===== src/rtl/pipe_hazard_ctrl.sv =====
// pipe_hazard_ctrl: RAW-hazard stall and taken-branch flush controller that sits beside the ID stage.
// Define PIPE_FORWARD_EN to enable EX/MEM operand forwarding, which leaves only load-use hazards stalling.
module pipe_hazard_ctrl #(
  parameter int NUM_STAGES = 3,
  parameter int REG_AW     = 5,
  parameter int ZERO_REG   = 31,
  parameter int CNT_W      = 16
) (
  input  logic                  clk,
  input  logic                  reset,
  input  logic                  id_valid,
  input  logic [REG_AW-1:0]     id_rn,
  input  logic [REG_AW-1:0]     id_rm,
  input  logic                  id_uses_rn,
  input  logic                  id_uses_rm,
  input  logic [REG_AW-1:0]     id_rd,
  input  logic                  id_reg_write,
  input  logic                  id_mem_read,
  input  logic                  br_taken,
  output logic                  stall,
  output logic                  flush,
  output logic [1:0]            fwd_a,
  output logic [1:0]            fwd_b,
  output logic [NUM_STAGES-1:0] stage_valid,
  output logic [CNT_W-1:0]      stall_cnt
);

  localparam logic [REG_AW-1:0] ZERO_ADDR = REG_AW'(ZERO_REG);

  if (NUM_STAGES < 2 || NUM_STAGES > 6) begin : g_bad_stages
    $error("pipe_hazard_ctrl: NUM_STAGES must be in 2..6");
  end

  logic [NUM_STAGES-1:0] ent_v;
  logic [NUM_STAGES-1:0] ent_rw;
  logic [NUM_STAGES-1:0] ent_mr;
  logic [REG_AW-1:0]     ent_rd [NUM_STAGES];

  logic [NUM_STAGES-1:0] match_a;
  logic [NUM_STAGES-1:0] match_b;
  logic                  rn_live;
  logic                  rm_live;
  logic                  hazard;
  logic                  issue;

  // The zero register is never a real dependency, whoever claims to write it.
  assign rn_live = id_uses_rn & (id_rn != ZERO_ADDR);
  assign rm_live = id_uses_rm & (id_rm != ZERO_ADDR);

  for (genvar s = 0; s < NUM_STAGES; s++) begin : g_match
    assign match_a[s] = ent_v[s] & ent_rw[s] & (ent_rd[s] == id_rn) & rn_live;
    assign match_b[s] = ent_v[s] & ent_rw[s] & (ent_rd[s] == id_rm) & rm_live;
  end

`ifdef PIPE_FORWARD_EN
  logic unused_match;
  assign unused_match = ^{match_a, match_b};

  // EX result is the youngest producer, so it wins over MEM.
  always_comb begin
    hazard = (match_a[0] | match_b[0]) & ent_mr[0];
    fwd_a  = 2'b00;
    fwd_b  = 2'b00;
    if (match_a[0])      fwd_a = 2'b01;
    else if (match_a[1]) fwd_a = 2'b10;
    if (match_b[0])      fwd_b = 2'b01;
    else if (match_b[1]) fwd_b = 2'b10;
  end
`else
  // The WB stage is excluded: the regfile writes before it is read in the same cycle.
  localparam logic [NUM_STAGES-1:0] HAZ_MASK = {1'b0, {(NUM_STAGES-1){1'b1}}};

  logic unused_load_info;
  assign unused_load_info = ^{id_mem_read, ent_mr};

  assign hazard = |((match_a | match_b) & HAZ_MASK);
  assign fwd_a  = 2'b00;
  assign fwd_b  = 2'b00;
`endif

  assign flush       = br_taken;
  assign stall       = hazard & id_valid & ~br_taken;
  assign issue       = id_valid & ~stall & ~flush;
  assign stage_valid = ent_v;

  always_ff @(posedge clk) begin
    if (reset) begin
      ent_v     <= '0;
      stall_cnt <= '0;
    end else begin
      ent_v <= {ent_v[NUM_STAGES-2:0], issue};
      if (stall && (stall_cnt != {CNT_W{1'b1}}))
        stall_cnt <= stall_cnt + CNT_W'(1);
    end
  end

  // Payload fields need no reset because a cleared valid bit masks them.
  always_ff @(posedge clk) begin
    ent_rw    <= {ent_rw[NUM_STAGES-2:0], id_reg_write};
    ent_mr    <= {ent_mr[NUM_STAGES-2:0], id_mem_read};
    ent_rd[0] <= id_rd;
    for (int s = 1; s < NUM_STAGES; s++)
      ent_rd[s] <= ent_rd[s-1];
  end

endmodule


===== config.mk =====
export PLATFORM = sky130hd
export DESIGN_NAME = pipe_hazard_ctrl
export DESIGN_NICKNAME = d
export VERILOG_FILES = /design/src/rtl/pipe_hazard_ctrl.sv
export SDC_FILE = /design/constraint.sdc
export NUM_CORES = 1
export LEC_CHECK = 0
export ABC_AREA = 0
export CAP_MARGIN = 15
export CORE_ASPECT_RATIO = 2
export CORE_MARGIN = 2
export CORE_UTILIZATION = 49
export DETAILED_ROUTE_END_ITERATION = 8
export GPL_TIMING_DRIVEN = 0
export PLACE_DENSITY = 0.84
export SYNTH_ARGS = -nofsm -noshare
export SYNTH_HDL_FRONTEND = slang
export SYNTH_SLANG_ARGS = --single-unit

===== constraint.sdc =====
create_clock -name clk -period 5.8 [get_ports clk]
set_clock_uncertainty 0.2 [all_clocks]
set_input_delay 1.16 -clock clk [delete_from_list [all_inputs] [get_ports clk]]
set_output_delay 1.16 -clock clk [all_outputs]
set_load 0.01 [all_outputs]

==> results.sh <==
export IMPL_ys_seq_elements=31
export IMPL_ys_flop_type="dfxtp_1"
export IMPL_coreArea_mm2=0.002943
export IMPL_reg2reg_depth=9
export IMPL_synthTopCellsByArea="dfxtp_1 41%, xor2_1 12%, or3_1 4.1%"
export IMPL_cts_num_sinks=31
export IMPL_switching_share_pct=20.88
export IMPL_synthSimpleGateAreaFrac_pct=27.11
export IMPL_pwr_share_clk_pct=44.7
export IMPL_synthToLayoutAreaGrowth_pct=38.89
export IMPL_die_area_mm2=0.003566
export IMPL_p_seq_share_pct=46.1
export IMPL_synth_top_family_by_area="simple AND/OR/NAND/NOR gates"
export IMPL_reg2reg_to="stall_cnt[1]$_SDFFE_PP0P_"
export IMPL_power_internal_mw=0.3815
export IMPL_required_ns=4.44
export IMPL_portBuffers=42
export IMPL_hold_start="ent_rw[0]$_DFF_P_"
export IMPL_hold_viol=0
export IMPL_endpoint_kind="output pin"
export IMPL_pin_count=48
export IMPL_rsz0062_at_grt="false"
export IMPL_synth_area_leader_cell="dfxtp_1"
export IMPL_ir_drop_v=0.0002487
export IMPL_antenna_found_initial=0
export IMPL_synthDistinctLibCells=31
export IMPL_cts_root_buf="clkbuf_8"
export IMPL_cts_inserted_buffers=5
export IMPL_hold_buffers=0
export IMPL_slew_viol_final=0
export IMPL_num_vias=1421
export IMPL_crit_buf_inv=2
export IMPL_min_path_type="register to register"
export IMPL_fin_crit_sh_pct=81.77
export IMPL_clock_latency_ns=0.28
export IMPL_syn_area_per_cell_um2=8.773
export IMPL_cap_viol_max_count=0
export IMPL_ff2ff_setup_slack_ns=3.32
export IMPL_critPathLaunchType="input pin"
export IMPL_cp_max_fo=3
export IMPL_final_nets=248
export IMPL_worstSetupPathType="input pin to output pin"
export IMPL_synth_adder_area_share_pct=0.8292
export IMPL_postCtsSetupRepairBufs=0
export IMPL_clock_path_buffers=2
export IMPL_critPathSlowestCell="clkdlybuf4s50_1"
export IMPL_whs_ns=0.1636
export IMPL_gp_congestion=0.9083
export IMPL_yosysMostFrequentCell="dfxtp_1"
export IMPL_synth_edff_count=0
export IMPL_die_y_um=82.48
export IMPL_rows=28
export IMPL_viasPerCell=5.573
export IMPL_cts_clk_slew_worst_paths_ns=0.06
export IMPL_power_density_mw_per_mm2=230.1
export IMPL_critPathMaxStageDelay_ns=0.54
export IMPL_synthesis_instances=172
export IMPL_wl_per_cell_um=14.68
export IMPL_status="finished clean"
export IMPL_setup_violations=0
export IMPL_yosysSeqAreaShare_pct=41.13
export IMPL_fin_setup_tns_ns=0
export IMPL_async_flop_share_pct=0
export IMPL_grt_max_degree=11
export IMPL_max_freq_mhz=210.8
export IMPL_worstPathArrival_ns=3.38
export IMPL_overflow=0
export IMPL_antenna_cells=0
export IMPL_drt_first_pass_iters=4
export IMPL_route_antenna_remaining_nets=0
export IMPL_first_global_vias=1406
export IMPL_grt_pass1_wl_um=6203
export IMPL_cts_resized=0
export IMPL_cts_tree="yes"
export IMPL_r2r_start="stall_cnt[0]$_SDFFE_PP0P_"
export IMPL_hold_path_end="ent_rw[1]$_DFF_P_"
export IMPL_drc_errors=0
export IMPL_switching_power_mw=0.1007
export IMPL_cpMostUsedCell="clkdlybuf4s50_1"
export IMPL_maxSlewHeadroom_pct=65.07
export IMPL_grt_usage_pct=23.35
export IMPL_die_x_um=43.24
export IMPL_drt_iter0_markers=37
export IMPL_worst_pin_slew_ns=0.5192
export IMPL_place_hpwl_um=2915
export IMPL_wirelength_um=3744
export IMPL_fin_crit_ns=4.743
export IMPL_yosys_warnings=0
export IMPL_crit_path_cell_trace="clkdlybuf4s50_1 -> xor2_1 -> nor4_1 -> a22oi_1 -> o22a_2 -> nor2_1 -> clkdlybuf4s50_1"
export IMPL_htreeDepth=2
export IMPL_synth_xor_area_share_pct=12.19
export IMPL_synth_compound_area_share_pct=10.78
export IMPL_post_route_cells_drive_above_1_share_pct=11.11
export IMPL_synth_top_area_share_pct=41.13
export IMPL_synthTopCellsByCount="31 x dfxtp_1, 21 x xor2_1, 14 x nor2_1"
export IMPL_pwr_share_comb_pct=9.2
export IMPL_hold_depth=0
export IMPL_synth_area_mm2=0.001509
export IMPL_yosys_mux_area_fraction_pct=2.902
export IMPL_p_leak_nw=0.7423
export IMPL_initial_core_util_pct=51.28
export IMPL_critPathTopFamily="buffers and inverters"
how the worst max path moves through the flow:
stage / to / depth (start not counted) / slack [ns] / from
floorplan: stall / 5 / 2.35 / id_rm[4]
global placement: stall / 7 / 1.20 / id_rn[1]
detailed placement: stall / 7 / 1.10 / id_rn[3]
CTS: stall / 7 / 1.09 / id_rn[3]
global route: stall / 7 / 0.95 / id_rn[1]
finish: stall / 7 / 1.06 / id_rn[3]
flip-flops by register name (all words and copies together) (netlist names):
name,count
ent_rw,2
stall_cnt,16
stage_valid,3
ent_rd,10
power groups by stage:
| stage | clock network (mW) | registers, mW | logic [mW] |
|---|---|---|---|
| 5_1_grt | 0.232 | 0.223 | 0.0479 |
| 4_1_cts | 0.220 | 0.222 | 0.0444 |
| 6_report | 0.216 | 0.222 | 0.0442 |
| 2_1_floorplan | 0 | 0.226 | 0.0197 |
| 3_3_place_gp | 0 | 0.226 | 0.0422 |
| 3_5_place_dp | 0 | 0.227 | 0.0441 |
per-stage QoR:
stage	setup WS [ns]	total power [mW]	util, %	instances	area, um2
after detailed placement	1.104	0.2712	67.22	247	1978
after CTS	1.094	0.4872	71.22	255	2096
after global routing	0.9491	0.5021	71.22	255	2096
after floorplan	2.348	0.2461	-	175	1520
after global placement	1.195	0.2686	67.22	247	1978
final	1.057	0.4822	71.22	255	2096
metal layers:
metal / vias up / wire length (um) / track usage (%)
met1: 646 / 1271 / 21.86
met2: 55 / 2075 / 43.28
li1: 704 / - / -
met4: 0 / 210 / 16.36
met3: 16 / 186 / 4.783
met5: - / 0 / 0
layout make-up:
| class | count | area (um2) |
|---|---|---|
| Multi-Input combinational cell | 133 | 827.0 |
| Buffer | 10 | 68.82 |
| Sequential cell | 31 | 620.6 |
| Fill cell | 239 | 847.1 |
| Clock inverter | 2 | 35.03 |
| Tap cell | 30 | 37.54 |
| Clock buffer | 6 | 82.58 |
| Inverter | 1 | 3.754 |
| Timing Repair Buffer | 42 | 420.4 |
placed cells by master, fill, tap and decap left out, types with 5 or more instances in the layout:
| cell type | n |
|---|---|
| nor2_1 | 14 |
| nor2b_1 | 6 |
| o21ai_0 | 11 |
| buf_4 | 6 |
| nand3_1 | 12 |
| xor2_1 | 21 |
| nand2_1 | 12 |
| or3_1 | 10 |
| clkbuf_8 | 6 |
| dfxtp_1 | 31 |
| clkdlybuf4s50_1 | 42 |
| a21oi_1 | 9 |
| nand4_1 | 5 |
logic make-up after synthesis:
kind of cell | after synthesis
other | 1
XOR/XNOR | 21
flip-flops | 31
AND/OR/NAND/NOR | 76
AO/OA/AOI/OAI | 27
adder cells (fa/ha/maj) | 1
buffers and inverters | 11
multiplexers | 4
Note: power is estimated with default switching activity, not from simulation.
==> RTL change: new RTL, same settings <==
`CNT_W`: 16 -> 24.
--- a/src/rtl/pipe_hazard_ctrl.sv
+++ b/src/rtl/pipe_hazard_ctrl.sv
@@ -4,7 +4,7 @@
   parameter int NUM_STAGES = 3,
   parameter int REG_AW     = 5,
   parameter int ZERO_REG   = 31,
-  parameter int CNT_W      = 16
+  parameter int CNT_W      = 24
 ) (
   input  logic                  clk,
   input  logic                  reset,
Ports: changed (resized stall_cnt); port bits go from 48 to 56. No check against the original RTL was run, so the function may have changed too.
==> RTL change against the unedited design <==
- sequential share of layout area rose by 1.3 points
- area after synthesis grew 24%
- sequential cell count rose by 8
- hold slack worse by 0.0067 ns
- total power is 2.3% higher
- routed wire length is 23% higher
- worst setup slack worse by 0.31 ns
- synthesized cell count grew 22%
- cell area is 20% higher
- largest power group unchanged
==> RTL change: results <==
[run_status]
outcome = "complete, no violations"

[placement]
dp_worst_setup_slack_ns = 0.719
post-dp-hpwl_mm = 3.50
gp_congestion = 0.791
io_buffers = 50

[critical_path]
max_stage_delay_ns = 0.52
rrSetupSlack_ns = 2.93
regToRegStartpoint = "ent_rd[0][4]$_DFF_P_"
cp_top_family = "buffers and inverters"
critical_path.slowest_cell = "sky130_fd_sc_hd__clkdlybuf4s50_1"
arrival_ns = 3.70
reg2reg_depth = 8
timing.critical_path.fanout_max = 10
worst_setup_path_endpoint = "stall"
worstReg2RegEnd = "stall_cnt[5]$_SDFFE_PP0P_"
critical_path.startpoint = "id_rn[2]"

[final_layout]
largest_register_ff_count = 24
n_antenna_cell = 0
largest_register = "stall_cnt"
layout-drive-gt1-share = 0.0923
finish.net_count = 294

[clocking]
worstSkewPairLatency_ns = 0.29
cts_made_buffers = 5
ctsRootBufferMaster = "sky130_fd_sc_hd__clkbuf_8"
cts_max_path_buffers = 2
clock_transition_at_the_registers_of_the_reported_paths_ns = 0.07
htree_levels = 2

[logic_synthesis]
number_of_distinct_standard_cells_referenced_by_the_synthesized_netlist = 38
post_synth_main_area_contributors = "sky130_fd_sc_hd__dfxtp_1 42%, sky130_fd_sc_hd__xor2_1 9.4%, sky130_fd_sc_hd__xnor2_1 5.2%"
synth_compound_gate_area_share = 0.0832
ys.warnings.count = 0
synthMuxAreaShare = 0.0242
async_reset_ff_frac = 0
synth_common_cells = "39 x sky130_fd_sc_hd__dfxtp_1, 24 x sky130_fd_sc_hd__nor2_1, 20 x sky130_fd_sc_hd__xor2_1, 15 x sky130_fd_sc_hd__nand3_1, 11 x sky130_fd_sc_hd__xnor2_1"
fraction_of_synthesized_cell_area_in_xor_and_xnor_cells = 0.146
synth_seq_area_share = 0.419
synthAdderAreaFrac = 0.00671

[power_and_ir_drop]
power_switching_share = 0.228
clockPowerShare = 0.352
p_comb_frac = 0.087
leakagePower_nw = 0.893
peakVddDrop_mv = 0.197

[drt]
routedLengthMet1_mm = 1.65
wl_met3_um = 189
avgViaCountPerCell = 5.23
initialDrtViolationCount = 31
met2_wirelength_mm = 2.66
drt-total-wl_mm = 4.60

[global_route]
initial_antenna_violation_count = 0
grt_remaining_overflow = 0
met1_track_utilization_from_global_routing = 0.221
grt_use_total = 0.236
grt_util_met2 = 0.444
gr-usage-met3 = 0.0437
pin_count_of_the_biggest_net_entering_global_routing = 13
grt_pass1_wl_mm = 7.47
vias_in_the_first_global_route = 1760

[timing]
worst-slew-pin-transition_ns = 0.569

[min_path]
min_delay_worst_endpoint = "ent_rw[1]$_DFF_P_"
hold_path_depth = 0
[RTL change: cell count changes after synthesis, sizes merged, moves of 5 or more]
cell	change
nor2	+11
and3	+5
dfxtp	+8
inv	+5
xnor2	+11
or3	-7
o21ai	-5
[RTL change: cell type report]
class                   count  area (um^2)
fillers                   298         1120
repair buffers             50          500
multi-input cells         157          996
inverters                   6         22.5
clock inverters             2         12.5
flip-flops and latches     39          781
clock buffers               6         72.6
plain buffers              11         76.3
well taps                  49         61.3
[RTL change: stage by stage]
| stage | utilization | hold WS (ns) | area (um^2) | cells | total power, mW |
|---|---|---|---|---|---|
| floorplan | - | 0.131 | 1880 | 213 | 0.301 |
| global placement | 0.668 | 0.137 | 2440 | 312 | 0.325 |
| detailed placement | 0.668 | 0.148 | 2440 | 312 | 0.326 |
| CTS | 0.692 | 0.160 | 2520 | 320 | 0.497 |
| global route | 0.692 | 0.169 | 2520 | 320 | 0.513 |
| finish | 0.692 | 0.157 | 2520 | 320 | 0.493 |
